--- config.mk ---
export PLATFORM = sky130hd
export DESIGN_NAME = ssd_scan_driver
export DESIGN_NICKNAME = d
export VERILOG_FILES = /design/src/rtl/ssd_pkg.sv /design/src/rtl/ssd_seg_decoder.sv /design/src/rtl/ssd_scan_driver.sv
export SDC_FILE = /design/constraint.sdc
export NUM_CORES = 1
export LEC_CHECK = 0
export ABC_AREA = 1
export BUFFER_PORTS_ARGS = -buffer_cell sky130_fd_sc_hd__buf_2
export CAP_MARGIN = 30
export CORE_ASPECT_RATIO = 0.8
export CORE_MARGIN = 8
export CORE_UTILIZATION = 45
export CTS_CLUSTER_DIAMETER = 120
export DETAILED_ROUTE_END_ITERATION = 10
export RECOVER_POWER = 100
export SYNTH_ARGS = -nofsm -noshare
export SYNTH_HDL_FRONTEND = slang
export SYNTH_SLANG_ARGS = --single-unit
--- constraint.sdc ---
create_clock -name clk -period 1.5 [get_ports clk]
set_input_delay 0.15 -clock clk [delete_from_list [all_inputs] [get_ports clk]]
set_output_delay 0.15 -clock clk [all_outputs]
set_load 0.02 [all_outputs]
--- src/rtl/ssd_pkg.sv ---
// Shared types, segment constants and sizing helpers for the seven-segment scan driver.
package ssd_pkg;

   typedef enum logic [1:0] {
      ST_IDLE   = 2'd0,
      ST_SHIFT  = 2'd1,
      ST_COMMIT = 2'd2
   } state_t;

   localparam logic [6:0] SEG_BLANK = 7'b1111111;
   localparam logic [6:0] SEG_MINUS = 7'b0111111;

   // BCD bits for a data_w-bit binary value: 4 * ceil((data_w + 2) / 3), never truncates.
   function automatic int bcd_width(input int data_w);
      return 4 * ((data_w + 4) / 3);
   endfunction

endpackage

--- src/rtl/ssd_seg_decoder.sv ---
// Nibble to active-low {g,f,e,d,c,b,a} pattern for a common-anode digit.
// The minus flag takes priority over blank, which takes priority over the nibble.
module ssd_seg_decoder
   import ssd_pkg::*;
(
   input  logic [3:0] nibble,
   input  logic       blank,
   input  logic       minus,
   output logic [6:0] seg
);

   logic [6:0] glyph;

   always_comb begin
      glyph = SEG_BLANK;
      case (nibble)
         4'h0: glyph = 7'b1000000;
         4'h1: glyph = 7'b1111001;
         4'h2: glyph = 7'b0100100;
         4'h3: glyph = 7'b0110000;
         4'h4: glyph = 7'b0011001;
         4'h5: glyph = 7'b0010010;
         4'h6: glyph = 7'b0000010;
         4'h7: glyph = 7'b1111000;
         4'h8: glyph = 7'b0000000;
         4'h9: glyph = 7'b0010000;
         4'hA: glyph = 7'b0001000;
         4'hB: glyph = 7'b0000011;
         4'hC: glyph = 7'b1000110;
         4'hD: glyph = 7'b0100001;
         4'hE: glyph = 7'b0000110;
         4'hF: glyph = 7'b0001110;
         default: glyph = SEG_BLANK;
      endcase
      if (minus)
         seg = SEG_MINUS;
      else if (blank)
         seg = SEG_BLANK;
      else
         seg = glyph;
   end

endmodule

--- src/rtl/ssd_scan_driver.sv ---
// Captures a value on load, converts it to decimal (shift-add-3) or hex digits,
// and time-multiplexes the committed digits onto active-low anode/cathode lines.
module ssd_scan_driver
   import ssd_pkg::*;
#(
   parameter int DATA_W      = 13,
   parameter int DIGITS      = 4,
   parameter int REFRESH_DIV = 100000,
   parameter int BLANK_LZ    = 1
) (
   input  logic              clk,
   input  logic              reset,
   input  logic [DATA_W-1:0] value,
   input  logic              load,
   input  logic              hex_mode,
   input  logic              signed_mode,
   output logic [DIGITS-1:0] anode,
   output logic [6:0]        cathode,
   output logic              dp,
   output logic              busy,
   output logic              overflow
);

   localparam int BCD_W = bcd_width(DATA_W);
   localparam int NBCD  = BCD_W / 4;
   localparam int NPAD  = (NBCD > DIGITS) ? NBCD : DIGITS;
   localparam int CNT_W = $clog2(DATA_W + 1);
   localparam int PRE_W = $clog2(REFRESH_DIV);
   localparam int IDX_W = (DIGITS > 1) ? $clog2(DIGITS) : 1;

   state_t              state_q, state_d;
   logic                busy_q, busy_d;
   logic                ovf_q, ovf_d;
   logic [CNT_W-1:0]    cnt_q, cnt_d;
   logic [DATA_W-1:0]   mag_q, mag_d;
   logic [BCD_W-1:0]    bcd_q, bcd_d;
   logic                neg_q, neg_d;
   logic                hex_q, hex_d;
   logic [4*DIGITS-1:0] dig_nib_q, dig_nib_d;
   logic [DIGITS-1:0]   dig_blank_q, dig_blank_d;
   logic [DIGITS-1:0]   dig_minus_q, dig_minus_d;
   logic [PRE_W-1:0]    pre_q, pre_d;
   logic [IDX_W-1:0]    idx_q, idx_d;
   logic [DIGITS-1:0]   anode_q, anode_d;
   logic [6:0]          cathode_q, cathode_d;

   logic [BCD_W-1:0]    bcd_adj;
   logic [4*NPAD-1:0]   src_nibs;
   logic                new_ovf;
   logic [4*DIGITS-1:0] new_nib;
   logic [DIGITS-1:0]   new_blank;
   logic [DIGITS-1:0]   new_minus;
   logic                seen_nz;
   logic [6:0]          seg;

   always_comb begin
      bcd_adj = bcd_q;
      for (int i = 0; i < NBCD; i++) begin
         if (bcd_q[4*i +: 4] >= 4'd5)
            bcd_adj[4*i +: 4] = bcd_q[4*i +: 4] + 4'd3;
      end
   end

   // Digit image for COMMIT; a negative value reserves the top digit for the minus sign.
   always_comb begin
      src_nibs = '0;
      if (hex_q)
         src_nibs[DATA_W-1:0] = mag_q;
      else
         src_nibs[BCD_W-1:0] = bcd_q;
      new_ovf = 1'b0;
      for (int i = 0; i < NPAD; i++) begin
         if ((i >= DIGITS || (neg_q && i == DIGITS - 1)) && src_nibs[4*i +: 4] != 4'd0)
            new_ovf = 1'b1;
      end
      seen_nz   = 1'b0;
      new_nib   = '0;
      new_blank = '0;
      new_minus = '0;
      for (int i = DIGITS - 1; i >= 0; i--) begin
         new_nib[4*i +: 4] = src_nibs[4*i +: 4];
         if (new_ovf || (neg_q && i == DIGITS - 1)) begin
            new_minus[i] = 1'b1;
         end else begin
            if (src_nibs[4*i +: 4] != 4'd0)
               seen_nz = 1'b1;
            if (BLANK_LZ != 0 && !seen_nz && i != 0)
               new_blank[i] = 1'b1;
         end
      end
   end

   always_comb begin
      state_d     = state_q;
      busy_d      = busy_q;
      ovf_d       = ovf_q;
      cnt_d       = cnt_q;
      mag_d       = mag_q;
      bcd_d       = bcd_q;
      neg_d       = neg_q;
      hex_d       = hex_q;
      dig_nib_d   = dig_nib_q;
      dig_blank_d = dig_blank_q;
      dig_minus_d = dig_minus_q;
      unique case (state_q)
         ST_IDLE: begin
            if (load) begin
               busy_d = 1'b1;
               hex_d  = hex_mode;
               cnt_d  = '0;
               bcd_d  = '0;
               if (hex_mode) begin
                  mag_d   = value;
                  neg_d   = 1'b0;
                  state_d = ST_COMMIT;
               end else begin
                  neg_d   = signed_mode & value[DATA_W-1];
                  mag_d   = (signed_mode && value[DATA_W-1]) ? ('0 - value) : value;
                  state_d = ST_SHIFT;
               end
            end
         end
         ST_SHIFT: begin
            {bcd_d, mag_d} = {bcd_adj, mag_q} << 1;
            cnt_d = cnt_q + CNT_W'(1);
            if (cnt_q == CNT_W'(DATA_W - 1))
               state_d = ST_COMMIT;
         end
         ST_COMMIT: begin
            dig_nib_d   = new_nib;
            dig_blank_d = new_blank;
            dig_minus_d = new_minus;
            ovf_d       = new_ovf;
            busy_d      = 1'b0;
            state_d     = ST_IDLE;
         end
         default: begin
            busy_d  = 1'b0;
            state_d = ST_IDLE;
         end
      endcase
   end

   ssd_seg_decoder u_seg_decoder (
      .nibble (dig_nib_q[4*idx_q +: 4]),
      .blank  (dig_blank_q[idx_q]),
      .minus  (dig_minus_q[idx_q]),
      .seg    (seg)
   );

   // Scan keeps running during conversion, so it always shows the last committed digits.
   always_comb begin
      pre_d = pre_q + PRE_W'(1);
      idx_d = idx_q;
      if (pre_q == PRE_W'(REFRESH_DIV - 1)) begin
         pre_d = '0;
         idx_d = (idx_q == IDX_W'(DIGITS - 1)) ? '0 : idx_q + IDX_W'(1);
      end
      anode_d   = ~(DIGITS'(1) << idx_q);
      cathode_d = seg;
   end

   always_ff @(posedge clk) begin
      if (reset) begin
         state_q     <= ST_IDLE;
         busy_q      <= 1'b0;
         ovf_q       <= 1'b0;
         cnt_q       <= '0;
         mag_q       <= '0;
         bcd_q       <= '0;
         neg_q       <= 1'b0;
         hex_q       <= 1'b0;
         dig_nib_q   <= '0;
         dig_blank_q <= '1;
         dig_minus_q <= '0;
         pre_q       <= '0;
         idx_q       <= '0;
         anode_q     <= '1;
         cathode_q   <= SEG_BLANK;
      end else begin
         state_q     <= state_d;
         busy_q      <= busy_d;
         ovf_q       <= ovf_d;
         cnt_q       <= cnt_d;
         mag_q       <= mag_d;
         bcd_q       <= bcd_d;
         neg_q       <= neg_d;
         hex_q       <= hex_d;
         dig_nib_q   <= dig_nib_d;
         dig_blank_q <= dig_blank_d;
         dig_minus_q <= dig_minus_d;
         pre_q       <= pre_d;
         idx_q       <= idx_d;
         anode_q     <= anode_d;
         cathode_q   <= cathode_d;
      end
   end

   assign anode    = anode_q;
   assign cathode  = cathode_q;
   assign dp       = 1'b1;
   assign busy     = busy_q;
   assign overflow = ovf_q;

endmodule
Word-level counts from Yosys, hierarchy flattened --
Memory sizes are Yosys's and may differ from the RTL's. Cells that the tools add are included.
Cells by class: reductions and logical operators 15, bitwise logic cells 3, $lt $le $gt $ge 6, multipliers 0, add/sub/neg operators 9, shifts and indexed selects 2, muxes and demuxes 46, divide/modulo/power cells 0, equality and inequality tests 7
Operators with widths (number):
- $mux W13 | 4
- $pmux W20 S2 | 1
- $pmux W13 S2 | 1
- $mux W1 | 21
- $mux W7 | 3
- $ge A4 B3 Y1 const B | 5
- $mux W20 | 1
- $mux W4 | 5
- $add A17 B1 Y17 const B | 1
- $eq A17 B17 Y1 const B | 1
- $add A4 B2 Y4 const B | 4
- $reduce_bool A4 Y1 | 4
- $shiftx A16 B5 Y4 | 1
- $sub A1 B13 Y13 const A | 1
- $mux W2 | 4
- $pmux W4 S2 | 1
- $reduce_and A2 Y1 | 4
- $add A4 B1 Y4 const B | 1
- $bmux W1 S2 | 2
- $eq A2 B2 Y1 const B | 2
- $eq A4 B4 Y1 const B | 1
- $ne A2 B2 Y1 const B | 2
- $not A4 Y4 | 1
- $pmux W2 S2 | 1
- other kinds (15) | 16
Word-level totals: bits in writable memories 0, input bits 18, bits in read-only memories 112, memories 1, register bits 97, output and inout bits 14, latch bits 0
Memory list:
- (name not given) | words 16, width 7, read ports 1, clocked after memory_dff 0, wr ports 0, line ssd_seg_decoder.sv:16 | case (nibble)

Depth between registers and ports, before layout --
Gate-level depths: netlist of run 1.
depth after elaboration 14, depth in mapped cells 15

Cells and area by module --
Synthesis of run 1 repeated with hierarchy kept, for this count alone.
Second synthesis, totals: cells, all modules 731, area total of the unflattened synthesis 5026.1 um^2
Modules (own cells, without submodules):
- ssd_scan_driver | instances 1, area each 4733.3 um^2, cells each 682
- ssd_seg_decoder | instances 1, area each 292.8 um^2, cells each 49

Worst setup path after synthesis of run 1 --
OpenSTA, ideal clock, no wires.
kind register -> register, start register idx_q[0], end register cathode_q[6], in the netlist cathode[6], setup slack -0.121 ns, cell stages (with the launch flop) 16, library setup time 0.116 ns, data arrival time 1.505 ns, cell sequence dfxtp_1 -> inv_1 -> buf_6 -> nand2_1 -> nand3_1 -> nand2_1 -> inv_1 -> ha_1 -> inv_1 -> nor2_1 -> inv_1 -> nand2_1 -> nand2_1 -> nand3_1 -> nand2_1 -> nand2_1
Between the ends: longest elaborated chain between the ends 4, elaborated cells on any way between the ends 8, classes of those cells shift (1); mux (6); memory (1)
Ends and longest elaborated chain:
- start, declared | line ssd_scan_driver.sv:43 | logic [IDX_W-1:0] idx_q, idx_d;
- start signal, assigned | line ssd_scan_driver.sv:193 | idx_q <= idx_d;
- $shiftx A16 B5 Y4 or $bmux W1 S2 (tied branches) | line ssd_scan_driver.sv:145, ssd_scan_driver.sv:146
- $mem_v2 Z16 W7 or $mux W1 (tied branches)
- $mux W7 | line ssd_seg_decoder.sv:37 | else if (blank)
- $mux W7 (*) | line ssd_seg_decoder.sv:35 | if (minus)
- end signal, assigned | line ssd_scan_driver.sv:195 | cathode_q <= cathode_d;
- end, declared | line ssd_scan_driver.sv:45 | logic [6:0] cathode_q, cathode_d;
Mark *: on every way between the ends. The rest lies on a longest branch, timed or not. The select of a mux whose other input is x is not followed. A chain may end at the register's enable or synchronous reset.

Worst setup path in the final report of run 1 --
start register idx_q[0], end register cathode_q[3], in the netlist cathode[3]
Between the ends: longest elaborated chain between the ends 3, elaborated cells on any way between the ends 7, classes of those cells shift (1); mux (4); reduce/logical (1); memory (1)
Ends and longest elaborated chain:
- parallel branches: the longest is 3 deep, another holds $mem_v2 Z16 W7
Several ways; the timed one is not identified. The select of a mux whose other input is x is not followed.

==> results of run 1 <==
[per-stage QoR]
stage                     instances   util  area [sq um]  hold WS [ns]  power, mW
final                           933  0.555          6030        0.0717       5.83
after global routing            933  0.555          6030        0.0835       6.09
after CTS                       925  0.534          5800        0.0720       5.80
after detailed placement        909  0.505          5480         0.435       3.51
after global placement          909  0.505          5480         0.428       3.49
after floorplan                 729      -          5020         0.297       3.26
[cell families after synthesis]
kind of cell,after synthesis
buffers and inverters,111
other,1
and+or+nand+nor,320
xor gates and xnor gates,6
AOI/OAI and AO/OA,174
DFF,94
adders and majority gates,23
[synthesized netlist by cell type (2+ instances only)]
library cell,number,area [sq um]
o21ai_0,64,320
a211oi_1,2,15.0
nor2_4,3,33.8
nand2_1,161,604
o211ai_1,3,22.5
nor2_1,74,278
nand4_1,5,31.3
inv_2,6,22.5
ha_1,23,288
buf_4,5,37.5
or2_2,2,12.5
buf_2,9,45.0
nand2_2,5,31.3
inv_1,75,282
nor3_1,8,40.0
dfxtp_1,94,1880
buf_6,6,67.6
a21oi_1,92,460
o21ai_1,4,20.0
clkbuf_1,7,26.3
a22oi_1,4,30.0
nand3_1,52,260
xor2_1,6,52.6
nor2_2,2,12.5
[state kept, by name (all words and copies together), names as in the netlist, 4 cells and up]
| signal | flops |
|---|---|
| bcd_q | 20 |
| pre_q | 17 |
| dig_nib_q | 16 |
| mag_q | 13 |
| cathode | 7 |
| anode | 4 |
| cnt_q | 4 |
| dig_blank_q | 4 |
[critical path: cells and delay by family, from the launching register on]
| kind | cells | cell delay, ns |
|---|---|---|
| buffers and inverters | 1 | 0.15 |
| flip-flops | 1 | 0.41 |
| adder cells (fa/ha/maj) | 1 | 0.22 |
| AO/OA/AOI/OAI | 1 | 0.08 |
| AND/OR/NAND/NOR | 6 | 0.50 |
[area by class of cell]
class,count,share of cell area
Clock buffer,14,0.0438
Clock inverter,1,0.00498
Inverter,82,0.0532
Multi-Input combinational cell,524,0.461
Sequential cell,94,0.315
Tap cell,144,0.0299
Timing Repair Buffer,74,0.0916
[timing repair]
action | CTS | global route
endpoints found under the setup margin | 2 | 37
gates cloned | 0 | 1
hold buffers | 0 | 0
gates resized for setup | 7 | 47
pin swaps | 3 | 10
setup buffers | 1 | 8
[where the power goes]
part | internal [mW] | switching [mW] | leakage (nW)
clock network | 1.38 | 0.935 | 0.143
logic | 0.316 | 0.510 | 1.55
registers | 2.61 | 0.0796 | 0.770
[metal layers]
metal	share of wire	global-route usage	wire length, microns
met5	0	0	0
met4	0.010	0.0472	127
met3	0.042	0.0385	522
met2	0.44	0.266	5520
met1	0.51	0.234	6330
[path summary, 6_finish.rpt]
check / startpoint / to / depth (start not counted)
hold reg to reg: cnt_q[3]$_SDFFE_PP0P_ / cnt_q[3]$_SDFFE_PP0P_ / 1
setup reg to reg: idx_q[0]$_SDFFE_PP0P_ / cathode[3]$_SDFF_PP1_ / 9
hold / removal: value[0] / mag_q[0]$_SDFFE_PP0P_ / 3
setup / recovery: idx_q[0]$_SDFFE_PP0P_ / cathode[3]$_SDFF_PP1_ / 9
==> impl_metrics.env, run 1 <==
export IMPL_synth_adder_area_share=0.0574
export IMPL_tns_ns=0
export IMPL_mostFrequentLayoutCells="152 x nand2_1, 92 x a21oi_1, 83 x dfxtp_1"
export IMPL_vias_per_cell=5.17
export IMPL_finalHoldViolations=0
export IMPL_final_common_cell="nand2_1"
export IMPL_wl_per_cell_microns=13.4
export IMPL_multi_input_area_sq_mm=0.00278
export IMPL_synth_nets=770
export IMPL_critical_path_cell_chain="nand2_1 -> nand3_2 -> nand2_2 -> buf_4 -> ha_1 -> nand2_1 -> o21ai_1 -> nand2_1 -> nand3_1"
export IMPL_cap_violations=0
export IMPL_slowest_delay_ns=0.41
export IMPL_crit_fanout=8
export IMPL_io_buffers=30
export IMPL_grt_pass1_wl_microns=20700
export IMPL_cp_required_ns=1.73
export IMPL_hold_class="in2reg"
export IMPL_fin_nets=826
export IMPL_fp_row_count=34
export IMPL_synth_top_family_by_area="simple AND/OR/NAND/NOR gates"
export IMPL_clockRootBuffer="clkbuf_16"
export IMPL_crit_type="reg2reg"
export IMPL_drt_iter0_drc=272
export IMPL_maxSlewViolCount=0
export IMPL_synthMuxAreaShare=0
export IMPL_timing_final_ws_setup_ns=0.0273
export IMPL_critPathArrivalTime_ns=1.70
export IMPL_drive_gt1_frac=0.188
export IMPL_synth_async_reset_ratio=0
export IMPL_cts_made_buffers=9
export IMPL_cts_tree="built"
export IMPL_antenna_found_initial=0
export IMPL_yosys_warnings=0
export IMPL_synth_xor_xnor_area_share=0.0105
export IMPL_dr_pass1_iters=5
export IMPL_pre_cts_slack_ns=-0.0629
export IMPL_max_freq_ghz=0.679
export IMPL_clk_pin_slew_ns=0.06
export IMPL_core_sq_mm=0.0108
export IMPL_synth_edff_count=0
export IMPL_wl_microns=12500
export IMPL_start_util=0.462
export IMPL_synth_simple_area_share=0.274
export IMPL_synth_area_per_cell_sq_um=6.87
export IMPL_regArea_sq_mm=0.00190
export IMPL_p_leak_nw=2.46
export IMPL_diodes=0
export IMPL_crit_top_cell="nand2_1"
export IMPL_synthesis_area_sq_mm=0.00501
export IMPL_start_kind="register"
export IMPL_setup_viol=0
export IMPL_max_vdd_ir_drop_uv=544
export IMPL_min_period_ns=1.47
export IMPL_place_congestion=0.832
export IMPL_cts_sinks=94
export IMPL_post_route_period_util=0.982
export IMPL_synthCells=729
export IMPL_clk_latency_ns=0.34
export IMPL_grt_max_degree=44
export IMPL_fillers=1058
export IMPL_num_vias=4819
export IMPL_p_per_area_mw_per_mm2=967
export IMPL_clockBufferDepth=2
export IMPL_synth_seq_cells=94
export IMPL_rsz0062_at_grt="yes"
export IMPL_overflow=0
export IMPL_yosysSeqAreaShare=0.376
export IMPL_drc_errors=0
export IMPL_grt_use_total=0.171
export IMPL_ant_nets=0
export IMPL_synth_distinct_cells=41
export IMPL_die_x_microns=134
export IMPL_die_area_sq_mm=0.0148
export IMPL_slowest_stage="dfxtp_4"
export IMPL_skew_ns=0.00445
export IMPL_ys_flop_type="dfxtp_1"
export IMPL_area_growth_pct=20.3
export IMPL_r2r_slack_ns=0.03
export IMPL_first_global_vias=4353
export IMPL_die_y_microns=110
export IMPL_htreeDepth=3
export IMPL_status="complete, no violations"
export IMPL_hpwl_microns=8840
export IMPL_ios=32
export IMPL_synth_compound_area_frac=0.182
export IMPL_worst_setup_path_end_kind="register"
(Power assumes the default switching activity.)
==> run 2, diff against run 1 <==
--- a/config.mk
+++ b/config.mk
@@ -5,11 +5,11 @@
 export SDC_FILE = /design/constraint.sdc
 export NUM_CORES = 1
 export LEC_CHECK = 0
-export ABC_AREA = 1
+export ABC_AREA = 0
 export BUFFER_PORTS_ARGS = -buffer_cell sky130_fd_sc_hd__buf_2
 export CAP_MARGIN = 30
 export CORE_ASPECT_RATIO = 0.8
-export CORE_MARGIN = 8
+export CORE_MARGIN = 2
 export CORE_UTILIZATION = 45
 export CTS_CLUSTER_DIAMETER = 120
 export DETAILED_ROUTE_END_ITERATION = 10
==> impl_metrics.env, run 2 <==
export IMPL_status="complete, but fails checks"
export IMPL_violations="negative setup slack"
export IMPL_overflow=0
export IMPL_hpwl_microns=7810
export IMPL_ant_nets=0
export IMPL_critPathArrivalTime_ns=2.07
export IMPL_drt_iter0_drc=257
export IMPL_io_buffers=30
export IMPL_fin_nets=671
export IMPL_largest_register="bcd_q"
export IMPL_critical_path_cell_chain="or4_1 -> mux2_4 -> or4_4 -> o21ai_2"
export IMPL_final_common_cell="dfxtp_1"
export IMPL_clk_pin_slew_ns=0.07
export IMPL_multi_input_area_sq_mm=0.00285
export IMPL_p_per_area_mw_per_mm2=931
export IMPL_cts_tree="built"
export IMPL_crit_type="reg2reg"
export IMPL_p_leak_nw=2.34
export IMPL_slowest_delay_ns=0.52
export IMPL_pre_cts_slack_ns=-0.312
export IMPL_cts_made_buffers=9
export IMPL_htreeDepth=3
export IMPL_synth_async_reset_ratio=0
export IMPL_worst_setup_path_end_kind="register"
export IMPL_worst_path_dominant_cell_family="simple AND/OR/NAND/NOR gates"
export IMPL_setup_viol=46
export IMPL_rsz0062_at_grt="yes"
export IMPL_mostFrequentLayoutCells="83 x dfxtp_1, 73 x nor2_1, 53 x buf_4"
export IMPL_largestRegisters="bcd_q x20, pre_q x17, dig_nib_q x16"
export IMPL_fillers=893
export IMPL_synth_distinct_cells=57
export IMPL_yosys_warnings=0
export IMPL_maxSlewViolCount=0
export IMPL_synthesis_area_sq_mm=0.00476
export IMPL_yosys_area_top_type="dfxtp_1"
export IMPL_cp_required_ns=1.78
export IMPL_start_util=0.463
export IMPL_die_x_microns=119
export IMPL_post_place_cells=752
export IMPL_finalHoldViolations=0
export IMPL_area_growth_pct=28.3
export IMPL_post_route_period_util=1.19
export IMPL_place_congestion=0.819
export IMPL_clk_latency_ns=0.34
export IMPL_dr_pass1_iters=4
export IMPL_die_area_sq_mm=0.0114
export IMPL_timing_final_ws_setup_ns=-0.290
export IMPL_wl_microns=11200
export IMPL_synth_top_cells_by_count="94 x dfxtp_1, 74 x nor2_1, 37 x a21oi_1, 35 x nand2_1, 26 x clkbuf_1"
export IMPL_regArea_sq_mm=0.00190
export IMPL_clockRootBuffer="clkbuf_16"
export IMPL_tns_ns=-4.48
export IMPL_max_vdd_ir_drop_uv=960
export IMPL_wl_per_cell_microns=14.5
export IMPL_place_area_sq_mm=0.00559
export IMPL_layoutNonFillerInstCount=775
export IMPL_drive_gt1_frac=0.258
export IMPL_min_period_ns=1.79
export IMPL_stdcell_area_sq_mm=0.00611
export IMPL_slowest_stage="or4_4"
export IMPL_core_sq_mm=0.0103
export IMPL_antenna_found_initial=0
export IMPL_synth_most_common_cell="dfxtp_1"
export IMPL_start_kind="register"
export IMPL_grt_max_degree=53
export IMPL_fp_row_count=33
export IMPL_drc_errors=0
export IMPL_first_global_vias=3663
export IMPL_cap_violations=0
export IMPL_yosysSeqAreaShare=0.395
export IMPL_num_vias=4130
export IMPL_vias_per_cell=5.33
export IMPL_synth_top_area_frac=0.395
export IMPL_total_power_mw=5.69
export IMPL_diodes=0
export IMPL_ys_flop_type="dfxtp_1"
export IMPL_synth_area_per_cell_sq_um=8.66
export IMPL_crit_fanout=2
export IMPL_hold_class="in2reg"
export IMPL_synth_edff_count=0
export IMPL_synth_seq_cells=94
export IMPL_synth_area_top_cells="dfxtp_1 39%, ha_1 6.0%, nor2_1 5.8%"
export IMPL_cts_sinks=94
export IMPL_synth_nets=591
export IMPL_max_freq_ghz=0.559
export IMPL_path_buf_inv=0
export IMPL_largest_reg_flops=20
export IMPL_ios=32
export IMPL_synthCells=550
export IMPL_grt_pass1_wl_microns=18000
export IMPL_skew_ns=0.00770
export IMPL_die_y_microns=96.0
export IMPL_grt_use_total=0.199
export IMPL_clockBufferDepth=2
[run 2: final cells by class]
cell class / count / area share
tap: 140 / 0.0287
timing repair buffer: 103 / 0.126
clock buffer: 11 / 0.0397
sequential: 94 / 0.311
inverter: 28 / 0.0180
clock inverter: 5 / 0.00962
multi-input combinational: 394 / 0.467
[run 2: routing by layer]
metal,GRT usage,part of all wire,vias to the layer above
met5,0,0,-
met4,0.0486,0.0097,0
met3,0.0527,0.063,12
met2,0.295,0.44,84
met1,0.286,0.49,1935
li1,-,-,2099
[run 2: timing repair]
action	CTS	global route
resized for setup	12	45
setup buffers	5	3
hold buffers	0	0
gates cloned	0	1
pin swaps	14	11
setup endpoints to repair	11	54
[run 2: kinds of logic (layout without fill, tap and decap cells)]
kind of cell	count (synthesis)	after routing	synth area share
other	1	1	0.000787
DFF	94	94	0.395
buffers and inverters	63	147	0.0578
adders and majority gates	23	23	0.0604
AOI/OAI and AO/OA	119	119	0.165
muxes	26	27	0.0685
xor gates and xnor gates	34	34	0.0625
and+or+nand+nor	190	190	0.190
[run 2: worst min-delay path, delay by kind of cell]
family                 cells  cell delay, ns
AO/OA/AOI/OAI              1            0.07
AND/OR/NAND/NOR            1            0.12
buffers and inverters      1            0.11
[run 2: per-stage QoR]
stage,hold slack (ns),util
2_1_floorplan,0.297,-
3_3_place_gp,0.437,0.544
3_5_place_dp,0.443,0.544
4_1_cts,0.141,0.581
5_1_grt,0.176,0.594
6_report,0.155,0.594
[run 2: report_power, final]
group | internal [mW] | switching (mW) | total [mW]
clock | 1.34 | 0.944 | 2.28
sequential | 2.59 | 0.0779 | 2.67
combinational | 0.333 | 0.407 | 0.740
total | 4.26 | 1.43 | 5.69
[run 2: path summary, 6_finish.rpt]
kind / from / endpoint / slack [ns] / depth (start not counted)
setup / recovery: bcd_q[12]$_SDFFE_PP0P_ / dig_blank_q[1]$_SDFFE_PP1N_ / -0.29 / 4
hold / removal: load / state_q[0]$_SDFFE_PP0P_ / 0.15 / 3
setup reg to reg: bcd_q[12]$_SDFFE_PP0P_ / dig_blank_q[1]$_SDFFE_PP1N_ / -0.29 / 4
hold reg to reg: pre_q[0]$_SDFF_PP0_ / pre_q[0]$_SDFF_PP0_ / 0.45 / 1
==> run 3, diff against run 2 <==
==> constraint.sdc (replaced) <==
create_clock -name clk -period 1.4 [get_ports clk]
set_input_delay 0.14 -clock clk [delete_from_list [all_inputs] [get_ports clk]]
set_output_delay 0.14 -clock clk [all_outputs]
set_load 0.02 [all_outputs]
==> impl_metrics.env, run 3 (synthesized netlist as in run 2, its figures left out) <==
export IMPL_status="complete, but fails checks"
export IMPL_violations="negative setup slack"
export IMPL_htreeDepth=3
export IMPL_slowest_delay_ns=0.54
export IMPL_timing_final_ws_setup_ns=-0.447
export IMPL_crit_type="reg2reg"
export IMPL_mostFrequentLayoutCells="89 x buf_4, 73 x dfxtp_1, 71 x nor2_1"
export IMPL_tns_ns=-3.81
export IMPL_overflow=0
export IMPL_hpwl_microns=8490
export IMPL_p_leak_nw=2.54
export IMPL_multi_input_area_sq_mm=0.00308
export IMPL_cap_violations=0
export IMPL_cts_sinks=94
export IMPL_drive_gt1_frac=0.371
export IMPL_setup_viol=24
export IMPL_maxSlewViolCount=0
export IMPL_finalHoldViolations=0
export IMPL_start_kind="register"
export IMPL_die_x_microns=119
export IMPL_regArea_sq_mm=0.00192
export IMPL_place_area_sq_mm=0.00578
export IMPL_first_global_vias=4046
export IMPL_min_period_ns=1.85
export IMPL_grt_max_degree=52
export IMPL_post_place_cells=776
export IMPL_max_freq_ghz=0.541
export IMPL_area_growth_pct=39.4
export IMPL_max_vdd_ir_drop_uv=588
export IMPL_diodes=0
export IMPL_total_power_mw=6.16
export IMPL_crit_top_cell="or4_4"
export IMPL_grt_pass1_wl_microns=20000
export IMPL_rsz0062_at_grt="yes"
export IMPL_critPathArrivalTime_ns=2.12
export IMPL_p_per_area_mw_per_mm2=927
export IMPL_critical_path_cell_chain="or4_4 -> mux2_4 -> or4_4 -> o21ai_2"
export IMPL_clockRootBuffer="clkbuf_16"
export IMPL_slowest_stage="or4_4"
export IMPL_fp_row_count=33
export IMPL_io_buffers=30
export IMPL_worst_path_dominant_cell_family="simple AND/OR/NAND/NOR gates"
export IMPL_die_area_sq_mm=0.0114
export IMPL_largestRegisters="bcd_q x20, pre_q x17, dig_nib_q x16"
export IMPL_place_congestion=0.869
export IMPL_skew_ns=0.00853
export IMPL_start_util=0.463
export IMPL_cp_required_ns=1.67
export IMPL_stdcell_area_sq_mm=0.00664
export IMPL_crit_fanout=2
export IMPL_post_route_period_util=1.32
export IMPL_antenna_found_initial=0
export IMPL_clk_latency_ns=0.34
export IMPL_ant_nets=0
export IMPL_die_y_microns=96.0
export IMPL_cts_made_buffers=9
export IMPL_drc_errors=0
export IMPL_drt_iter0_drc=178
export IMPL_cts_tree="built"
export IMPL_vias_per_cell=5.32
export IMPL_dr_pass1_iters=5
export IMPL_final_common_cell="buf_4"
export IMPL_path_buf_inv=0
export IMPL_core_sq_mm=0.0103
export IMPL_num_vias=4319
export IMPL_ios=32
export IMPL_largest_register="bcd_q"
export IMPL_layoutNonFillerInstCount=812
export IMPL_clk_pin_slew_ns=0.07
export IMPL_hold_class="in2reg"
export IMPL_clockBufferDepth=2
export IMPL_worst_setup_path_end_kind="register"
export IMPL_grt_use_total=0.221
export IMPL_whs_ns=0.141
export IMPL_wl_per_cell_microns=15.1
export IMPL_fillers=895
export IMPL_largest_reg_flops=20
export IMPL_wl_microns=12300
export IMPL_fin_nets=709
==> run 3: cell count changes in the layout (fill, tap and decap cells not counted), sizes merged <==
cell	change
buf	+38
clkbuf	-2
clkinv	-1
inv	+1
or2	+1
==> run 3: power by group <==
group	internal [mW]	total [mW]	switching (mW)
clock network	1.43	2.46	1.03
logic	0.391	0.846	0.455
registers	2.77	2.85	0.0842
==> run 3: routing by layer <==
metal | vias up | GRT usage | routed length (microns)
met5 | - | 0 | 0
met4 | 0 | 0.0437 | 123
met3 | 10 | 0.0504 | 544
met2 | 82 | 0.361 | 5760
met1 | 2047 | 0.304 | 5870
li1 | 2180 | - | -
==> run 3: final timing paths <==
kind | start | endpoint | slack (ns) | cells past startpoint
worst min register to register | pre_q[0]$_SDFF_PP0_ | pre_q[0]$_SDFF_PP0_ | 0.44 | 1
worst max register to register | bcd_q[15]$_SDFFE_PP0P_ | dig_blank_q[1]$_SDFFE_PP1N_ | -0.45 | 4
worst max-delay path | bcd_q[15]$_SDFFE_PP0P_ | dig_blank_q[1]$_SDFFE_PP1N_ | -0.45 | 4
worst min-delay path | load | state_q[0]$_SDFFE_PP0P_ | 0.14 | 3
==> run 3: final cells by class <==
cell class | instances | share of cell area
repair buffers | 140 | 0.159
multi-input cells | 395 | 0.464
well taps | 140 | 0.0264
flip-flops and latches | 94 | 0.288
clock inverters | 5 | 0.00885
inverters | 28 | 0.0177
clock buffers | 10 | 0.0360
==> run 3: worst min-delay path, cell delays in order <==
cell and delay [ns]:
buf_2 0.11, a22oi_1 0.07, nor3_1 0.11
==> run 3: per-stage QoR <==
step | utilization | worst slack, ns
5_1_grt | 0.646 | -0.485
3_5_place_dp | 0.562 | -0.466
3_3_place_gp | 0.562 | -0.406
6_report | 0.646 | -0.447
2_1_floorplan | - | -0.409
4_1_cts | 0.613 | -0.465
==> run 3: repair_timing <==
item	CTS	global route
hold buffers	0	0
buffers inserted	10	13
resized for setup	31	81
cloned	1	1
setup endpoints to repair	33	61
pin swaps	23	34
